### config.mk
export PLATFORM = sky130hd
export DESIGN_NAME = ps2_key_decoder
export DESIGN_NICKNAME = d
export VERILOG_FILES = /design/src/rtl/ps2_key_pkg.sv /design/src/rtl/ps2_char_fifo.sv /design/src/rtl/ps2_key_decoder.sv
export SDC_FILE = /design/constraint.sdc
export NUM_CORES = 1
export LEC_CHECK = 0
export BUFFER_PORTS_ARGS = -buffer_cell sky130_fd_sc_hd__buf_4
export CAP_MARGIN = 20
export CORE_UTILIZATION = 45
export CTS_CLUSTER_SIZE = 28
export DETAILED_ROUTE_END_ITERATION = 12
export PLACE_DENSITY = 0.66
export REMOVE_ABC_BUFFERS = 1
export SYNTH_ARGS = -nofsm -noshare
export SYNTH_HDL_FRONTEND = slang
export SYNTH_SLANG_ARGS = --single-unit
### constraint.sdc
create_clock -name Clock_50 -period 8.2 [get_ports Clock_50]
set_input_delay 1.23 -clock Clock_50 [delete_from_list [all_inputs] [get_ports Clock_50]]
set_output_delay 1.23 -clock Clock_50 [all_outputs]
set_load 0.02 [all_outputs]
### src/rtl/ps2_key_pkg.sv
// Shared types, scan-code constants and the set-2 to ASCII translation
// used by the PS/2 key decoder and its character FIFO.
package ps2_key_pkg;

    typedef enum logic [1:0] {
        S_IDLE,
        S_EXT,
        S_BREAK,
        S_EXT_BREAK
    } state_t;

    localparam logic [7:0] SC_EXT    = 8'hE0;
    localparam logic [7:0] SC_BREAK  = 8'hF0;
    localparam logic [7:0] SC_LSHIFT = 8'h12;
    localparam logic [7:0] SC_RSHIFT = 8'h59;

    // Returns {hit, ascii}; hit=0 means the code has no character.
    function automatic logic [8:0] ps2_translate(
        input logic [7:0] code,
        input logic       shift
    );
        logic [7:0] lc;
        logic [8:0] res;
        lc  = 8'h00;
        res = 9'h000;
        case (code)
            8'h1C: lc = 8'h61;
            8'h32: lc = 8'h62;
            8'h21: lc = 8'h63;
            8'h23: lc = 8'h64;
            8'h24: lc = 8'h65;
            8'h2B: lc = 8'h66;
            8'h34: lc = 8'h67;
            8'h33: lc = 8'h68;
            8'h43: lc = 8'h69;
            8'h3B: lc = 8'h6A;
            8'h42: lc = 8'h6B;
            8'h4B: lc = 8'h6C;
            8'h3A: lc = 8'h6D;
            8'h31: lc = 8'h6E;
            8'h44: lc = 8'h6F;
            8'h4D: lc = 8'h70;
            8'h15: lc = 8'h71;
            8'h2D: lc = 8'h72;
            8'h1B: lc = 8'h73;
            8'h2C: lc = 8'h74;
            8'h3C: lc = 8'h75;
            8'h2A: lc = 8'h76;
            8'h1D: lc = 8'h77;
            8'h22: lc = 8'h78;
            8'h35: lc = 8'h79;
            8'h1A: lc = 8'h7A;
            default: lc = 8'h00;
        endcase
        case (code)
            8'h45: res = {1'b1, 8'h30};
            8'h16: res = {1'b1, 8'h31};
            8'h1E: res = {1'b1, 8'h32};
            8'h26: res = {1'b1, 8'h33};
            8'h25: res = {1'b1, 8'h34};
            8'h2E: res = {1'b1, 8'h35};
            8'h36: res = {1'b1, 8'h36};
            8'h3D: res = {1'b1, 8'h37};
            8'h3E: res = {1'b1, 8'h38};
            8'h46: res = {1'b1, 8'h39};
            8'h29: res = {1'b1, 8'h20};
            8'h5A: res = {1'b1, 8'h0D};
            8'h66: res = {1'b1, 8'h08};
            default: res = 9'h000;
        endcase
        // Letters are stored lowercase; shift maps to the 0x41.. block.
        if (lc != 8'h00) begin
            res = {1'b1, shift ? (lc - 8'h20) : lc};
        end
        return res;
    endfunction

endpackage

### src/rtl/ps2_char_fifo.sv
// Synchronous character FIFO with registered count and wrapping pointers.
// Ports: i_clk, i_rst, i_push/i_data, i_pop, o_valid, o_data, o_count, o_full.
module ps2_char_fifo #(
    parameter int FIFO_DEPTH = 8,
    localparam int AW = $clog2(FIFO_DEPTH)
) (
    input  logic          i_clk,
    input  logic          i_rst,
    input  logic          i_push,
    input  logic [7:0]    i_data,
    input  logic          i_pop,
    output logic          o_valid,
    output logic [7:0]    o_data,
    output logic [AW:0]   o_count,
    output logic          o_full
);

    logic [7:0]    r_mem [FIFO_DEPTH];
    logic [AW-1:0] r_wr;
    logic [AW-1:0] r_rd;
    logic [AW:0]   r_count;
    logic          w_empty;
    logic          w_do_pop;
    logic          w_do_push;

    assign w_empty   = (r_count == '0);
    assign o_full    = (r_count == (AW+1)'(FIFO_DEPTH));
    assign w_do_pop  = i_pop & ~w_empty;
    // A pop in the same cycle frees the slot, so a full FIFO still accepts.
    assign w_do_push = i_push & (~o_full | w_do_pop);

    always_ff @(posedge i_clk) begin
        if (w_do_push) begin
            r_mem[r_wr] <= i_data;
        end
    end

    always_ff @(posedge i_clk) begin
        if (i_rst) begin
            r_wr    <= '0;
            r_rd    <= '0;
            r_count <= '0;
        end else begin
            if (w_do_push) r_wr <= r_wr + AW'(1);
            if (w_do_pop)  r_rd <= r_rd + AW'(1);
            case ({w_do_push, w_do_pop})
                2'b10:   r_count <= r_count + (AW+1)'(1);
                2'b01:   r_count <= r_count - (AW+1)'(1);
                default: r_count <= r_count;
            endcase
        end
    end

    assign o_valid = ~w_empty;
    assign o_data  = w_empty ? 8'h00 : r_mem[r_rd];
    assign o_count = r_count;

endmodule

### src/rtl/ps2_key_decoder.sv
// PS/2 set-2 scan-code decoder: prefix FSM, shift tracking, ASCII FIFO.
// Ports: Clock_50, Reset, PS2_code/_ready in; char_* FIFO, shift, overflow out.
module ps2_key_decoder
    import ps2_key_pkg::*;
#(
    parameter int FIFO_DEPTH = 8,
    parameter int FIFO_AW    = 3
) (
    input  logic               Clock_50,
    input  logic               Reset,
    input  logic [7:0]         PS2_code,
    input  logic               PS2_code_ready,
    input  logic               char_pop,
    input  logic               clear_overflow,
    output logic               char_valid,
    output logic [7:0]         char_data,
    output logic [FIFO_AW:0]   char_count,
    output logic               shift_active,
    output logic               overflow
);

    state_t     r_state;
    logic       r_ready_prev;
    logic       r_lshift;
    logic       r_rshift;
    logic       r_push;
    logic [7:0] r_push_data;
    logic       r_overflow;
    logic       w_event;
    logic [8:0] w_xlat;
    logic       w_full;
    logic       w_drop;

    assign w_event = PS2_code_ready & ~r_ready_prev;
    assign w_xlat  = ps2_translate(PS2_code, r_lshift | r_rshift);

    always_ff @(posedge Clock_50) begin
        if (Reset) begin
            r_state      <= S_IDLE;
            // Preset high so a ready already asserted at release is ignored.
            r_ready_prev <= 1'b1;
            r_lshift     <= 1'b0;
            r_rshift     <= 1'b0;
            r_push       <= 1'b0;
            r_push_data  <= 8'h00;
        end else begin
            r_ready_prev <= PS2_code_ready;
            r_push       <= 1'b0;
            if (w_event) begin
                case (r_state)
                    S_IDLE: begin
                        if (PS2_code == SC_EXT) begin
                            r_state <= S_EXT;
                        end else if (PS2_code == SC_BREAK) begin
                            r_state <= S_BREAK;
                        end else if (PS2_code == SC_LSHIFT) begin
                            r_lshift <= 1'b1;
                        end else if (PS2_code == SC_RSHIFT) begin
                            r_rshift <= 1'b1;
                        end else begin
                            r_push      <= w_xlat[8];
                            r_push_data <= w_xlat[7:0];
                        end
                    end
                    S_EXT: begin
                        if (PS2_code == SC_BREAK) begin
                            r_state <= S_EXT_BREAK;
                        end else if (PS2_code != SC_EXT) begin
                            r_state <= S_IDLE;
                        end
                    end
                    S_BREAK: begin
                        if (PS2_code == SC_LSHIFT) r_lshift <= 1'b0;
                        if (PS2_code == SC_RSHIFT) r_rshift <= 1'b0;
                        r_state <= S_IDLE;
                    end
                    default: r_state <= S_IDLE;
                endcase
            end
        end
    end

    // A full FIFO with a concurrent pop still takes the push.
    assign w_drop = r_push & w_full & ~char_pop;

    always_ff @(posedge Clock_50) begin
        if (Reset) begin
            r_overflow <= 1'b0;
        end else if (w_drop) begin
            r_overflow <= 1'b1;
        end else if (clear_overflow) begin
            r_overflow <= 1'b0;
        end
    end

    ps2_char_fifo #(
        .FIFO_DEPTH(FIFO_DEPTH)
    ) u_fifo (
        .i_clk   (Clock_50),
        .i_rst   (Reset),
        .i_push  (r_push),
        .i_data  (r_push_data),
        .i_pop   (char_pop),
        .o_valid (char_valid),
        .o_data  (char_data),
        .o_count (char_count),
        .o_full  (w_full)
    );

    assign shift_active = r_lshift | r_rshift;
    assign overflow     = r_overflow;

endmodule
==> flow_metrics.tcl <==
set metrics [dict create \
    outcome "finished, final reports clean" \
    synth_area_per_cell_um2 11.5 \
    cts_resized 0 \
    grt_setup_unrepaired "no" \
    syn2layout_area_growth_pct 9.44 \
    instances_no_fill 575 \
    fp-row-count 37 \
    wl_per_cell_um 17.4 \
    pre_cts_slack_ns 4.40 \
    synth_compound_area_frac 0.118 \
    yosys.area_share.adder 0.0365 \
    worstSkewPairLatency_ns 0.36 \
    syn_inst 416 \
    internal_power_mw 0.663 \
    crit_path_max_fanout 14 \
    p_switching_mw 0.242 \
    power_mw 0.905 \
    worstPathArrival_ns 3.71 \
    synth_edf_count 64 \
    synthXorXnorAreaFrac 0.0128 \
    clkPwrFrac 0.317 \
    dpl.hpwl_um 6840 \
    via_per_inst 5.83 \
    cts-root-buf "clkbuf_8" \
    die_w_um 105 \
    wirelength_um 9980 \
    async_reset_ff_frac 0 \
    gp_congestion 0.944 \
    fin_crit_sh 0.422 \
    cts_hold_buf 0 \
    required_ns 8.46 \
    die_h_um 105 \
    synth_seq_cells 92 \
    cts_buffers 9 \
    share_comb_of_total_power 0.126 \
    worstSetupPathType "input port to register" \
    cts_tree "done" \
    drt-pass1-iter-count 5 \
    synth-simple-area-share 0.161 \
    fp.coreArea_mm2 0.0103 \
    synth_top_family_by_area "simple AND/OR/NAND/NOR gates" \
    routed.top_layer "met4" \
    ir_drop_mv 0.0845 \
    fin_area_mm2 0.00525 \
    power_frac_seq 0.557 \
    grt_pass1_vias 3168 \
    min_period_ns 3.46 \
    synth_mux_area_frac 0.114 \
    cts_setup_buffers 0 \
    ys_types 68 \
    setup-violations-final 0 \
    layout-drive-gt1-share 0.187 \
    synth_warnings 0 \
    cts-htree-levels 3 \
    cts_buffer_depth 2 \
    fin_skew_ns 0.0130 \
    ant_nets 0 \
    clk_pin_slew_ns 0.10 \
    maxSlewViolCount 0 \
    start_util 0.465 \
    n_antenna_cell 0 \
    start_kind "input port" \
    max_freq_mhz 289 \
    drt_iter0_markers 157 \
    cts_sinks 92 \
    wl_met2_um 5190 \
    timing.final.ws_setup_ns 4.74 \
    worst_slew_pin_slew_ns 0.936 \
    setup_tns_ns 0 \
    antenna_found_initial 0 \
    grt_use_total 0.187 \
    drc 0 \
    power_leakage_nw 1.81 \
    wl_met1_um 4220 \
    io_buffers 27 \
    p_sw_frac 0.268 \
    die_area_mm2 0.0111 \
    synth_area_mm2 0.00480 \
    grt_pass1_wl_um 15900 \
    slew_headroom 0.373 \
    cap_violations 0 \
    synth_flop_cell "edfxtp_1" \
    grt.overflow.total 0 \
    placed_area_mm2 0.00506 \
    hold_viol 0 \
    end_kind "register" \
    wl_met3_um 433 \
    grt_max_degree 35 \
    hp-class "register to register" \
    ios 28 \
    via_count 3350 \
    yosysSeqAreaShare 0.517 \
    p_per_area_mw_per_mm2 172 \
    dp_cells 559 \
    fin_nets 461 \
]
==> Yosys cell counts (2+ instances only) <==
library cell	n	area share
nor3_1	13	0.014
clkbuf_1	8	0.0063
o31ai_1	4	0.0063
mux4_2	16	0.075
o31a_1	2	0.0037
mux2i_1	15	0.031
a22o_1	2	0.0037
nor2_1	50	0.039
a211o_1	2	0.0037
nand2b_1	14	0.018
and2_1	3	0.0039
ha_1	14	0.036
nand3b_1	4	0.0063
buf_2	5	0.0052
buf_4	3	0.0047
or2_2	4	0.0052
a21oi_1	15	0.016
and3_1	2	0.0026
a211oi_1	6	0.0094
a31oi_1	5	0.0065
buf_6	3	0.0070
o311a_1	2	0.0042
a41oi_1	2	0.0037
buf_1	4	0.0031
edfxtp_1	64	0.40
dfxtp_1	28	0.12
o21a_1	3	0.0047
a22oi_1	2	0.0031
a311oi_1	3	0.0055
nor2b_1	5	0.0065
nand4_1	5	0.0065
xnor2_1	2	0.0037
o21ai_0	14	0.015
inv_1	12	0.0094
mux2_2	2	0.0047
nand3_1	9	0.0094
xor2_1	5	0.0091
nand2_1	31	0.024
o211ai_1	4	0.0063
==> layout make-up <==
cell class,count,area (um2)
inverter,13,50.0
fill,913,5070
multi-input combinational,287,2130
sequential,92,2480
timing repair buffer,31,233
tap,136,170
clock buffer,9,124
clock inverter,7,67.6
==> worst max-delay path, stage by stage <==
cell and delay, ns:
buf_4 0.15, inv_1 0.15, ha_1 0.52, nand2_1 0.20
o21ai_0 0.22, a21oi_1 0.10, a221o_2 0.43, ha_1 0.30
nor3_1 0.05, o21a_1 0.11, a211o_1 0.25
==> power groups by stage <==
| stage | Clock, mW | Sequential [mW] | Combinational (mW) |
|---|---|---|---|
| finish | 0.287 | 0.504 | 0.114 |
| global route | 0.311 | 0.505 | 0.124 |
| CTS | 0.297 | 0.504 | 0.114 |
| detailed placement | 0 | 0.515 | 0.114 |
| global placement | 0 | 0.515 | 0.113 |
| floorplan | 0 | 0.517 | 0.0680 |
==> sequential cells by signal (all words and copies together), names as in the netlist, named ones only <==
name	cells
u_fifo.r_mem	64
r_push_data	8
u_fifo.o_count	4
u_fifo.r_rd	3
u_fifo.r_wr	3
r_state	2
overflow	1
r_lshift	1
r_push	1
r_ready_prev	1
r_rshift	1
==> final timing paths <==
| path | startpoint | end | slack (ns) | depth (start not counted) |
|---|---|---|---|---|
| setup reg to reg | u_fifo.o_count[1] | u_fifo.o_count[2] | 5.64 | 10 |
| hold reg to reg | overflow | overflow | 0.48 | 2 |
| hold / removal | overflow | overflow | 0.48 | 2 |
| setup / recovery | PS2_code[1] | r_push_data[5] | 4.74 | 11 |
==> logic make-up (layout without fill, tap and decap cells) <==
kind of cell / after synthesis / in the layout
muxes: 34 / 34
buffers and inverters: 37 / 60
adders and majority gates: 14 / 14
AOI/OAI and AO/OA: 79 / 79
and+or+nand+nor: 153 / 153
xor gates and xnor gates: 7 / 7
DFF: 92 / 92
==> through the flow <==
step           hold slack, ns  utilization
6_report                0.478        0.509
5_1_grt                 0.514        0.509
4_1_cts                 0.482        0.509
3_5_place_dp            0.468        0.490
3_3_place_gp            0.460        0.490
2_1_floorplan           0.450            -
==> cell usage in the layout (no fill, tap or decap), types with 3 or more instances in the layout <==
| cell type | n |
|---|---|
| mux4_2 | 16 |
| inv_1 | 12 |
| o31ai_1 | 4 |
| dfxtp_1 | 28 |
| or2_2 | 4 |
| nand3b_1 | 4 |
| nand2b_1 | 14 |
| nand3_1 | 9 |
| nor2_1 | 50 |
| buf_4 | 31 |
| nand4_1 | 5 |
| mux2i_1 | 15 |
| ha_1 | 14 |
| nor2b_1 | 5 |
| a311oi_1 | 3 |
| a21oi_1 | 15 |
| a211oi_1 | 6 |
| clkbuf_8 | 9 |
| nor3_1 | 13 |
| o21a_1 | 3 |
| xor2_1 | 5 |
| and2_1 | 3 |
| a31oi_1 | 5 |
| nand2_1 | 31 |
| o21ai_0 | 14 |
| edfxtp_1 | 64 |
| o211ai_1 | 4 |
==> layer usage <==
layer	vias to the layer above	GRT usage
li1	1599	-
met1	1638	0.231
met2	100	0.333
met3	13	0.0260
met4	0	0.0644
met5	-	0
(Power assumes the default switching activity.)
